### config.mk
export PLATFORM = sky130hd
export DESIGN_NAME = sdr_stream_mux
export DESIGN_NICKNAME = d
export VERILOG_FILES = /design/src/rtl/sdr_stream_mux.sv
export SDC_FILE = /design/constraint.sdc
export NUM_CORES = 1
export LEC_CHECK = 0
export CORE_AREA = 10 10 104 106
export CTS_CLUSTER_DIAMETER = 150
export DETAILED_ROUTE_END_ITERATION = 16
export DIE_AREA = 0 0 114 116
export RECOVER_POWER = 25
export SYNTH_ARGS = -nofsm -noshare
export SYNTH_HDL_FRONTEND = slang
export SYNTH_SLANG_ARGS = --single-unit
### constraint.sdc
create_clock -name clk -period 3 [get_ports clk]
set_clock_uncertainty 0.05 [all_clocks]
set_input_delay 0.3 -clock clk [delete_from_list [all_inputs] [get_ports clk]]
set_output_delay 0.3 -clock clk [all_outputs]
set_load 0.02 [all_outputs]
### src/rtl/sdr_stream_mux.sv
// N-channel round-robin packetizer: header word plus PKT_WORDS IQ data words per
// packet, with a sequence number per channel and a sticky mid-packet underrun flag.
module sdr_stream_mux #(
  parameter int unsigned NUM_CH        = 2,
  parameter int unsigned IQ_PAIR_WIDTH = 24,
  parameter int unsigned FT_DATA_WIDTH = 32,
  parameter int unsigned PKT_WORDS     = 32
) (
  input  logic                            clk,
  input  logic                            reset,
  input  logic [NUM_CH-1:0]               ch_en,
  input  logic [NUM_CH*IQ_PAIR_WIDTH-1:0] ch_data,
  input  logic [NUM_CH-1:0]               ch_empty,
  input  logic [NUM_CH-1:0]               ch_enough,
  output logic [NUM_CH-1:0]               ch_rd,
  output logic [FT_DATA_WIDTH-1:0]        out_data,
  output logic                            out_valid,
  input  logic                            out_ready,
  output logic                            out_last,
  output logic                            underrun,
  output logic [3:0]                      active_ch
);

  localparam int unsigned CH_W  = (NUM_CH > 1) ? $clog2(NUM_CH) : 1;
  localparam int unsigned CNT_W = $clog2(PKT_WORDS);
  localparam int unsigned SEQ_W = 12;

  typedef enum logic [1:0] {IDLE, HDR, DATA} state_t;

  state_t                    state_q, state_d;
  logic [CH_W-1:0]           cur_q, cur_d;
  logic [CH_W-1:0]           rr_q, rr_d;
  logic [CNT_W-1:0]          cnt_q, cnt_d;
  logic [NUM_CH*SEQ_W-1:0]   seq_q, seq_d;
  logic                      underrun_q, underrun_d;

  logic [NUM_CH-1:0]         eligible;
  logic                      grant_found;
  logic [CH_W-1:0]           grant_ch;
  logic [SEQ_W-1:0]          cur_seq;
  logic [IQ_PAIR_WIDTH-1:0]  cur_iq;
  logic                      cur_empty;
  logic                      last_word;

  assign eligible  = ch_en & ch_enough;
  assign cur_seq   = seq_q[32'(cur_q)*SEQ_W +: SEQ_W];
  assign cur_iq    = ch_data[32'(cur_q)*IQ_PAIR_WIDTH +: IQ_PAIR_WIDTH];
  assign cur_empty = ch_empty[cur_q];
  assign last_word = (cnt_q == CNT_W'(PKT_WORDS - 1));
  assign underrun  = underrun_q;
  assign active_ch = 4'(cur_q);

  // Round-robin search starting just after the last served channel
  always_comb begin
    grant_found = 1'b0;
    grant_ch    = '0;
    for (int unsigned k = 1; k <= NUM_CH; k++) begin
      if (!grant_found && eligible[CH_W'((32'(rr_q) + k) % NUM_CH)]) begin
        grant_found = 1'b1;
        grant_ch    = CH_W'((32'(rr_q) + k) % NUM_CH);
      end
    end
  end

  // Next-state and output decode; data-phase valid/rd follow the FIFO head directly
  always_comb begin
    state_d    = state_q;
    cur_d      = cur_q;
    rr_d       = rr_q;
    cnt_d      = cnt_q;
    seq_d      = seq_q;
    underrun_d = underrun_q;
    out_valid  = 1'b0;
    out_data   = '0;
    out_last   = 1'b0;
    ch_rd      = '0;
    unique case (state_q)
      IDLE: begin
        if (grant_found) begin
          cur_d   = grant_ch;
          state_d = HDR;
        end
      end
      HDR: begin
        out_valid = 1'b1;
        out_data  = FT_DATA_WIDTH'({8'hA5, 4'(cur_q), cur_seq, 8'(PKT_WORDS - 1)});
        if (out_ready) begin
          cnt_d   = '0;
          state_d = DATA;
        end
      end
      DATA: begin
        out_valid = !cur_empty;
        out_data  = FT_DATA_WIDTH'({8'(cur_q), cur_iq});
        out_last  = last_word;
        if (cur_empty) begin
          underrun_d = 1'b1;
        end else if (out_ready) begin
          ch_rd[cur_q] = 1'b1;
          cnt_d        = cnt_q + CNT_W'(1);
          if (last_word) begin
            seq_d[32'(cur_q)*SEQ_W +: SEQ_W] = cur_seq + SEQ_W'(1);
            rr_d    = cur_q;
            state_d = IDLE;
          end
        end
      end
      default: state_d = IDLE;
    endcase
    // A reset abandons the packet in the very cycle it arrives
    if (reset) begin
      out_valid = 1'b0;
      ch_rd     = '0;
    end
  end

  always_ff @(posedge clk) begin
    if (reset) begin
      state_q    <= IDLE;
      cur_q      <= '0;
      rr_q       <= CH_W'(NUM_CH - 1);
      cnt_q      <= '0;
      seq_q      <= '0;
      underrun_q <= 1'b0;
    end else begin
      state_q    <= state_d;
      cur_q      <= cur_d;
      rr_q       <= rr_d;
      cnt_q      <= cnt_d;
      seq_q      <= seq_d;
      underrun_q <= underrun_d;
    end
  end

endmodule

==> parameters.txt <==
Parameter                              Value

Synthesis
  Synth top area share ... about a quarter
  Share of async-settable or async-resettable flops after synthesis ... 0%
  Cell variety after synth ... 52
  Number of synthesized register bits ... 34
  Largest area contributor in the netlist ... dfxtp_1
  Number of warnings issued by yosys ... 0
  Cell area after synthesis ... 2574 µm²
  Top FF cell, synth ... dfxtp_1
  Mean Syn Cell Area ... 7.847 µm²
  Number of enable-type register cells in the synthesized netlist ... 0
  Top cells by area, synth ... dfxtp_1 26%, mux2_2 9.6%, mux2i_1 8.9%
  Seq/Total Area, Yosys ... 26.45%
  Cell count after synthesis ... between 300 and 400

Final layout
  Filler cells ... 946
  FF+latch area ... slightly below 700 µm²
  Commonest non-fill, non-tap cells in the layout ... 87 x clkdlybuf4s50_1, 54 x nor2_1, 38 x a21oi_1, 33 x dfxtp_1, 23 x mux2i_1
  P&R area growth vs syn ... 39.38%
  Antenna Cells ... 0
  Total area of multi-input combinational cells ... 1704 µm²
  Count of nets after finishing ... 468
  Leading cell type in the layout, fill and taps excluded ... clkdlybuf4s50_1
  Fraction of final layout cells sized beyond drive strength 1 ... 8.395%
  Post-route non-filler standard cell count ... 513

Routing
  # DRC ... 0
  WL per Instance ... ~16 µm
  Total wire length ... 8351 µm
  Initial detailed-routing violation count ... 111
  Remaining antenna violation count ... 0
  Pre-Repair DR Iteration Count ... 4
  Routed via count ... 2597
  Vias/cell ... 5.062

Global route
  Global route total overflow ... 0
  Pin count of the biggest net entering global routing ... 35
  Number of global-route vias before repair ... 2642
  Number of antenna violations at the first check in global routing ... 0
  Total global-route track usage ... 11.89%
  Wire length of the first global-routing pass ... 12960 µm

Setup path
  CP Max Fanout ... 23
  Startpoint types ... flip-flop
  Signal arrival time at the worst endpoint ... 2380 ps
  Worst endpoint required time ... around 2700 ps
  Kind of critical path ... reg2out
  Critical Path End Type ... primary output

Status
  Run status ... complete, no violations

Min path
  Hold Crit Class ... reg2reg

Clock network
  Clock buffers created by TritonCTS ... 5
  Sinks on the clock net ... 34
  Reg clk slew, reported paths ... 70 ps
  # hold bufs at CTS ... 0
  Latest clock arrival within the worst-skew pair ... 290 ps
  TritonCTS clock tree ... done
  # Post-CTS Setup Buffers ... 0
  H-tree depth reported by CTS ... 2
  Cell at the root of the clock tree ... clkbuf_8
  Maximum count of clock buffers along a single path ... 2
  Post-CTS sizing ... 0

Pwr
  Sequential share of power ... 30.6%
  Relative contribution of combinational cells to total power ... 48.9%
  Clock Power Share ... 20.6%
  Maximum VDD drop ... 0.2217 mV
  Psw ... 0.0006138 W
  Leakage dissipation ... approximately 1.2 nW
  Internal power ... 0.0009589 W
  Power per standard cell area ... 438.4 nW/µm²
  Switching power share of the total ... 39.03%

Timing
  Final Cycle Share ... 90.97%
  Setup_tns ... 0 ps
  Worst slew pin tran ... 1484 ps
  Final hold violation count ... 0
  Minimum period implied by the final worst setup slack ... 2729 ps
  Slew headroom ... approximately 1.1%
  Max frequency ... 366.4 MHz
  Final Max Slew Viols ... 0
  Final setup violation count ... 0
  Unrepaired setup endpoints after global routing ... false

Floorplan
  Top-level port count ... 98
  Chip Width ... 114 µm
  Initial standard-cell utilization of the core ... 29.66%
  Die height ... 116 µm
  Area of the core region ... 8678 µm²
  Number of rows created at floorplan ... 34
  Area of the die ... between 10000 and 15000 µm²

Job
  MaxCap Viol Count ... 0

Place
  GP Congestion ... about 0.78
  Post-DP HPWL ... approximately 6600 µm
  Port bufs ... 90
  Cell count after placement ... 506
==> cells in the mapped netlist, drive strengths merged (2+ instances only) <==
library cell  instances
a211oi                3
a21oi                38
a311oi                2
a31oi                 2
and2                  2
and3                  3
buf                  21
clkbuf               11
dfxtp                34
ha                    6
inv                   7
mux2                 22
mux2i                23
nand2                14
nand2b                4
nand3                 7
nand3b                4
nand4                 4
nor2                 54
nor2b                 7
nor3                  4
nor4                  3
o21ai                 8
o31ai                 5
o41ai                 2
or2                   2
or3                   4
or4                   8
xnor2                 5
==> critical path: stages (launching register included) <==
cell and delay (ps):
dfxtp_1 350, inv_1 70, ha_1 380, inv_1 350
nor3_1 290, clkdlybuf4s50_1 650
==> metal layers <==
metal,track usage (%),part of all wire (%)
met5,0,0
met4,3.258,0.65
met3,4.031,6.0
met1,12.88,41
met2,21.56,53
==> cell type report <==
| cell class | count | area share (%) |
|---|---|---|
| multi-input cells | 261 | 47.51 |
| repair buffers | 96 | 26.86 |
| flip-flops and latches | 34 | 19.01 |
| well taps | 108 | 3.767 |
| clock buffers | 7 | 2.128 |
| inverters | 7 | 0.7325 |
==> sequential cells by signal, indices dropped and copies added (netlist names) <==
signal / cells
seq_q: 24
cnt_q: 5
state_q: 2
cur_q: 1
rr_q: 1
underrun: 1
==> power groups by stage <==
| stage | logic [W] | registers [W] | clock network (W) |
|---|---|---|---|
| 2_1_floorplan | 0.000497 | 0.000484 | 0 |
| 3_3_place_gp | 0.000776 | 0.000491 | 0 |
| 3_5_place_dp | 0.000777 | 0.000492 | 0 |
| 4_1_cts | 0.000781 | 0.000481 | 0.000335 |
| 5_1_grt | 0.000836 | 0.000482 | 0.000354 |
| 6_report | 0.000768 | 0.000480 | 0.000324 |
==> through the flow <==
step                      instance area [µm²]  total power, W  worst slack (ps)  hold WS [ps]  utilization [%]
after detailed placement                 3521        0.001269             539.1         414.4            40.57
after CTS                                3597        0.001597             224.1         424.7            41.45
after global routing                     3587        0.001672             115.5         451.7            41.34
after floorplan                          2596       0.0009818             767.2         389.0                -
final                                    3587        0.001573             270.9         426.1            41.34
after global placement                   3521        0.001267             569.2         407.8            40.57
==> final timing paths <==
kind	start	end	slack (ps)	cells after the start
worst max-delay path	state_q[1]	out_valid	270	5
worst min-delay path	underrun	underrun	430	2
worst max register to register	state_q[0]	seq_q[11]	530	6
worst min register to register	underrun	underrun	430	2
==> cell families after synthesis <==
family                     share of synthesized area [%]
adders and majority gates                          2.917
buffers and inverters                              8.119
other                                             0.1457
and+or+nand+nor                                    24.55
AOI/OAI and AO/OA                                  17.55
xor gates and xnor gates                           1.701
DFF                                                26.45
muxes                                              18.57
Note: power is estimated with default switching activity, not from simulation.
